--- src/rtl/ioclk_gate_array.sv ---
// Purpose: array of CH_NUM glitch-free gated copies of CLKIN with synchronized enables and min on/off hold.
// Latency: DI change -> GATE_ON after SYNC_STAGES+1 posedges; CLKOUT follows at the next negedge.
// Backpressure: none; requests arriving during the hold window wait (BUSY=1) until the hold expires.
module ioclk_gate_array #(
  parameter int    CH_NUM      = 4,
  parameter int    SYNC_STAGES = 2,
  parameter int    HOLD_CYCLES = 4,
  parameter logic  INIT_ON     = 1'b0,
  parameter string GATE_EN     = "TRUE"
) (
  input  logic              CLKIN,
  input  logic              RSTN,
  input  logic [CH_NUM-1:0] DI,
  output logic [CH_NUM-1:0] CLKOUT,
  output logic [CH_NUM-1:0] GATE_ON,
  output logic [CH_NUM-1:0] BUSY
);

  // Hold counter is at least one bit wide, even when HOLD_CYCLES is 0.
  localparam int            CW       = (HOLD_CYCLES > 0) ? $clog2(HOLD_CYCLES + 1) : 1;
  localparam logic [CW-1:0] HOLD_MAX = CW'(HOLD_CYCLES);
  // Anything other than "TRUE" falls back to bypass.
  localparam bit            GATING   = (GATE_EN == "TRUE");

  localparam logic [0:0] ST_OFF = 1'b0;
  localparam logic [0:0] ST_ON  = 1'b1;

  generate
    if (GATE_EN != "TRUE" && GATE_EN != "FALSE") begin : g_bad_gate_en
      $error("ioclk_gate_array: GATE_EN must be \"TRUE\" or \"FALSE\"; behaving as bypass");
    end
  endgenerate

  genvar g;
  generate
    for (g = 0; g < CH_NUM; g++) begin : g_ch
      logic [SYNC_STAGES-1:0] r_sync;
      logic [0:0]             r_gate;
      logic [CW-1:0]          r_cnt;
      logic                   r_en_n;
      logic                   w_req;

      assign w_req = r_sync[SYNC_STAGES-1];

      // Bring the asynchronous request into the CLKIN domain.
      always_ff @(posedge CLKIN or negedge RSTN) begin
        if (!RSTN) begin
          r_sync <= {SYNC_STAGES{INIT_ON}};
        end else begin
          r_sync <= {r_sync[SYNC_STAGES-2:0], DI[g]};
        end
      end

      // Gate FSM: follow the request only once the current state has been held long enough.
      // The counter resets to saturation so the first transition after reset is never blocked.
      always_ff @(posedge CLKIN or negedge RSTN) begin
        if (!RSTN) begin
          r_gate <= INIT_ON;
          r_cnt  <= HOLD_MAX;
        end else if ((w_req != r_gate[0]) && (r_cnt == HOLD_MAX)) begin
          r_gate <= (r_gate == ST_OFF) ? ST_ON : ST_OFF;
          r_cnt  <= '0;
        end else if (r_cnt != HOLD_MAX) begin
          r_cnt  <= r_cnt + CW'(1);
        end
      end

      // Retime the gate state onto the falling edge so CLKOUT can only change while CLKIN is low.
      always_ff @(negedge CLKIN or negedge RSTN) begin
        if (!RSTN) begin
          r_en_n <= INIT_ON;
        end else begin
          r_en_n <= r_gate[0];
        end
      end

      assign CLKOUT[g]  = GATING ? (CLKIN & r_en_n) : CLKIN;
      assign GATE_ON[g] = GATING ? r_gate[0] : 1'b1;
      assign BUSY[g]    = GATING ? (w_req ^ r_gate[0]) : 1'b0;
    end
  endgenerate

endmodule
--- config.mk ---
export PLATFORM = sky130hd
export DESIGN_NAME = ioclk_gate_array
export DESIGN_NICKNAME = d
export VERILOG_FILES = /design/src/rtl/ioclk_gate_array.sv
export SDC_FILE = /design/constraint.sdc
export NUM_CORES = 1
export LEC_CHECK = 0
export BUFFER_PORTS_ARGS = -buffer_cell sky130_fd_sc_hd__clkbuf_2
export CORE_MARGIN = 2
export CORE_UTILIZATION = 23
export DETAILED_ROUTE_END_ITERATION = 10
export GPL_TIMING_DRIVEN = 0
export PLACE_DENSITY = 0.38
export SETUP_SLACK_MARGIN = 0.02
export SLEW_MARGIN = 15
export SYNTH_ARGS = -nofsm -noshare
export SYNTH_HDL_FRONTEND = slang
export SYNTH_SLANG_ARGS = --single-unit
--- constraint.sdc ---
create_clock -name CLKIN -period 1.4 [get_ports CLKIN]
set_input_delay 0.21 -clock CLKIN [delete_from_list [all_inputs] [get_ports CLKIN]]
set_output_delay 0.21 -clock CLKIN [all_outputs]
set_load 0.005 [all_outputs]
* After elaboration in Yosys (flattened, before gate mapping)
Cells that the tools add are included.
** Storage, ports and cells
- Output and inout port bits :: 12
- Bits of input ports :: 6
- Bits in registers :: 28
- Logic and storage cells :: 60
** Operators by class
- Add/sub/neg operators :: 4
- Equal/unequal tests :: 12
- Reduce and logical (&&, ||, !) cells :: 8
- Mux-type cells :: 12
- Bitwise operators :: 8
** Operators by type and width (count)
- two-way mux 3 bit :: 8
- adder 3 x 1 -> 3 bit, second input constant :: 4
- equality test 3 bit, second input constant :: 4
- != test 3 bit, second input constant :: 4
- nonzero test 2 bit :: 4
- bitwise AND 1 bit :: 4
- logical AND 1 bit :: 4
- two-way mux 1 bit :: 4
- != test 1 bit :: 4
- XOR 1 bit :: 4

* Depth between registers and ports, before layout
- Word-level depth :: 3
- Depth in mapped cells :: 5
- Mapped depth without buffers :: 5

==> flow_metrics.py <==
metrics = {
    "route": {
        "routedWlPerCell_um": 9.83,
        "vias_per_cell": 3.77,
        "num_vias": 776,
        "postRouteAntennaNets": 0,
        "drc": 0,
        "finalWirelength_um": 2030,
        "drtIter0Drc": 24,
        "firstDrtPassIters": 4,
    },
    "worst_setup_path": {
        "reg2reg_from": "g_ch[3].r_gate$_DFFE_PN0P_",
        "crit_path_end": "CLKOUT[2]",
        "crit_type": "reg -> out",
        "critPathLaunch": "g_ch[2].r_en_n$_DFF_NN0_",
        "reg2reg_to": "g_ch[3].r_en_n$_DFF_NN0_",
        "cp-end-kind": "output pin",
        "critical_path_arrival_ns": 1.70,
        "crit_fanout": 1,
        "required_ns": 1.19,
        "reg2reg_depth": 1,
        "regToRegSetupSlack_ns": 0.02,
        "startpoint_type": "flop",
    },
    "placement": {
        "portBuffers": 17,
        "hpwl_um": 1360,
        "placed_area_um2": 1380,
        "place.gp.congestion": 0.692,
        "place_inst": 186,
    },
    "grt": {
        "grt_pass1_vias": 886,
        "use_met3_pct": 5.33,
        "grt.overflow.total": 0,
        "grtUsageTotal_pct": 8.32,
        "grt-busiest-layer": "met2",
        "grt_pass1_wl_um": 3730,
        "antenna_found_initial": 0,
        "grt_max_degree": 29,
        "use_met1_pct": 9.16,
        "gr-usage-met2_pct": 11.2,
    },
    "floorplan": {
        "die_h_um": 76.3,
        "die_area_um2": 5830,
        "start_util_pct": 23.7,
        "die_width_um": 76.3,
        "rows": 26,
        "ios": 18,
        "core_um2": 5070,
    },
    "sta": {
        "whs_ns": -0.140,
        "setup_ws_ns": -0.514,
        "tightest_slew_ns": 0.699,
        "finalSetupViolCount": 8,
        "rsz0062_at_grt": "yes",
        "max-slew-margin-rel_pct": 53.4,
        "drv_slew": 0,
        "fin_worst_skew_ns": 0.0241,
        "hold_viol": 20,
    },
    "pwr": {
        "powerDensity_nw_per_um2": 2450,
        "p_leak_nw": 0.803,
        "pwr-share-clk_pct": 28.1,
        "seqPwrFrac_pct": 35.6,
        "p_sw_mw": 1.25,
        "switching_share_pct": 31.2,
        "combPwrFrac_pct": 36.3,
        "finalPower_mw": 4.00,
        "peakVddDrop_uv": 810,
        "power.internal_mw": 2.75,
    },
    "yosys": {
        "ys_types": 22,
        "ys_seq_elements": 28,
        "synthCells": 99,
        "seq_area_frac_synth_pct": 58.6,
        "syn_nets": 113,
        "syn_area_um2": 1200,
        "ys_warn_count": 0,
        "syn_area_per_cell_um2": 12.2,
    },
    "finish": {
        "final_layout_size_suffix_gt1_share_pct": 42.6,
        "antenna_cells": 0,
        "nNetsFinal": 151,
        "final_cells": 206,
        "fin_util_pct": 32.2,
        "area_growth_syn_to_layout_pct": 35.9,
        "final_cell_area_um2": 1640,
    },
    "clocking": {
        "clk-insertion-delay-late_ns": 0.39,
        "cts_hold_buf": 4,
        "cts_tree": "built",
        "clk_pin_slew_ns": 0.10,
    },
    "status": {
        "status": "finished with violations",
        "violations": "hold timing, setup timing",
    },
    "hold_path": {
        "hold_class": "in -> async",
    },
    "flow_run": {
        "drv_cap": 0,
    },
}
==> flip-flops by register name, indices dropped and copies added, names as in the netlist <==
register     count
g_ch.r_sync      8
g_ch.r_en_n      4
g_ch.r_gate      4
g_ch.r_cnt      12
==> placed cells by master, fill, tap and decap left out, types with 4 or more instances in the layout <==
cell type | synthesis | final
buf_4 | 4 | 10
dfrtn_1 | 4 | 4
nor2_1 | 7 | 7
dfrtp_1 | 20 | 19
clkbuf_8 | 0 | 7
inv_1 | 12 | 11
dlygate4sd3_1 | 0 | 4
a21oi_1 | 4 | 4
dfstp_2 | 4 | 4
and2_1 | 4 | 4
nand2_1 | 10 | 9
o21ai_0 | 4 | 4
clkbuf_2 | 0 | 12
buf_2 | 0 | 4
mux2_2 | 4 | 4
ha_1 | 8 | 8
==> how the worst min path moves through the flow <==
stage / from / endpoint / slack, ns / cells after the start
2_1_floorplan: RSTN / g_ch[0].r_cnt[0]$_DFFE_PN0P_ / -0.09 / 0
3_3_place_gp: RSTN / g_ch[0].r_cnt[0]$_DFFE_PN0P_ / 0.32 / 1
3_5_place_dp: RSTN / g_ch[0].r_cnt[0]$_DFFE_PN0P_ / 0.31 / 1
4_1_cts: RSTN / g_ch[0].r_cnt[0]$_DFFE_PN0P_ / -0.12 / 1
5_1_grt: RSTN / g_ch[0].r_cnt[0]$_DFFE_PN0P_ / -0.09 / 1
6_report: RSTN / g_ch[0].r_cnt[0]$_DFFE_PN0P_ / -0.14 / 1
==> final cells by class <==
| type | count | area (um^2) |
|---|---|---|
| inverter | 12 | 45.0 |
| tap | 70 | 87.6 |
| clock inverter | 1 | 30.0 |
| clock buffer | 11 | 116 |
| multi-input combinational | 55 | 440 |
| timing repair buffer | 25 | 175 |
| buffer | 4 | 33.8 |
| sequential | 28 | 707 |
| fill | 539 | 3440 |
==> kinds of logic (layout without fill, tap and decap cells) <==
group                    Yosys count  in the layout  synth area share (%)
AO/OA/AOI/OAI                     12             12                  6.03
XOR/XNOR                           4              4                  4.16
adder cells (fa/ha/maj)            8              8                  8.32
buffers and inverters             16             53                  6.24
flip-flops                        28             28                  58.6
multiplexers                       7              7                  7.07
AND/OR/NAND/NOR                   24             24                  9.56
==> layer usage <==
layer  up-vias  share of wire, %
met3         8               8.2
met4         0               3.6
met1       358                41
met5         -                 0
met2        23                47
li1        387                 -
==> power groups by stage <==
stage          Sequential [mW]  Clock [mW]  Combinational (mW)
4_1_cts                   1.42        1.20                1.42
5_1_grt                   1.48        1.26                1.65
6_report                  1.42        1.12                1.45
3_3_place_gp              1.41       0.153                1.17
2_1_floorplan             1.37      0.0795               0.919
3_5_place_dp              1.42       0.153                1.23
==> synthesized netlist by cell type (all sizes together) <==
master,count,share of area (%)
dfstp,4,8.7
a21oi,4,1.7
buf,4,2.5
mux2i,1,0.83
dfrtn,4,8.3
and2,4,2.1
dfrtp,20,42
nand2,10,3.1
nor2,7,2.2
o311ai,1,0.73
xnor2,3,3.4
mux2,6,6.2
xor2,1,0.73
inv,12,3.7
o21ai,5,2.4
ha,8,8.3
nand3,2,1.7
o31ai,2,1.2
or2,1,0.52
==> worst max-delay path, stage by stage (launching register included) <==
cell and delay (ns):
dfrtn_1 0.39, and2_1 0.11, buf_2 0.10
==> stage by stage <==
step	setup TNS [ns]	setup WS [ns]
CTS	-2.09	-0.531
finish	-2.00	-0.514
detailed placement	-0.376	-0.0758
global route	-2.40	-0.575
global placement	-0.454	-0.0764
floorplan	0	0.0154
==> timing repair <==
action	CTS	global route
setup buffers	7	1
setup endpoints to repair	12	16
pin swaps	4	2
endpoints found under the hold margin	24	20
gates resized for setup	3	9
gates cloned	0	0
Note: power is estimated with default switching activity, not from simulation.
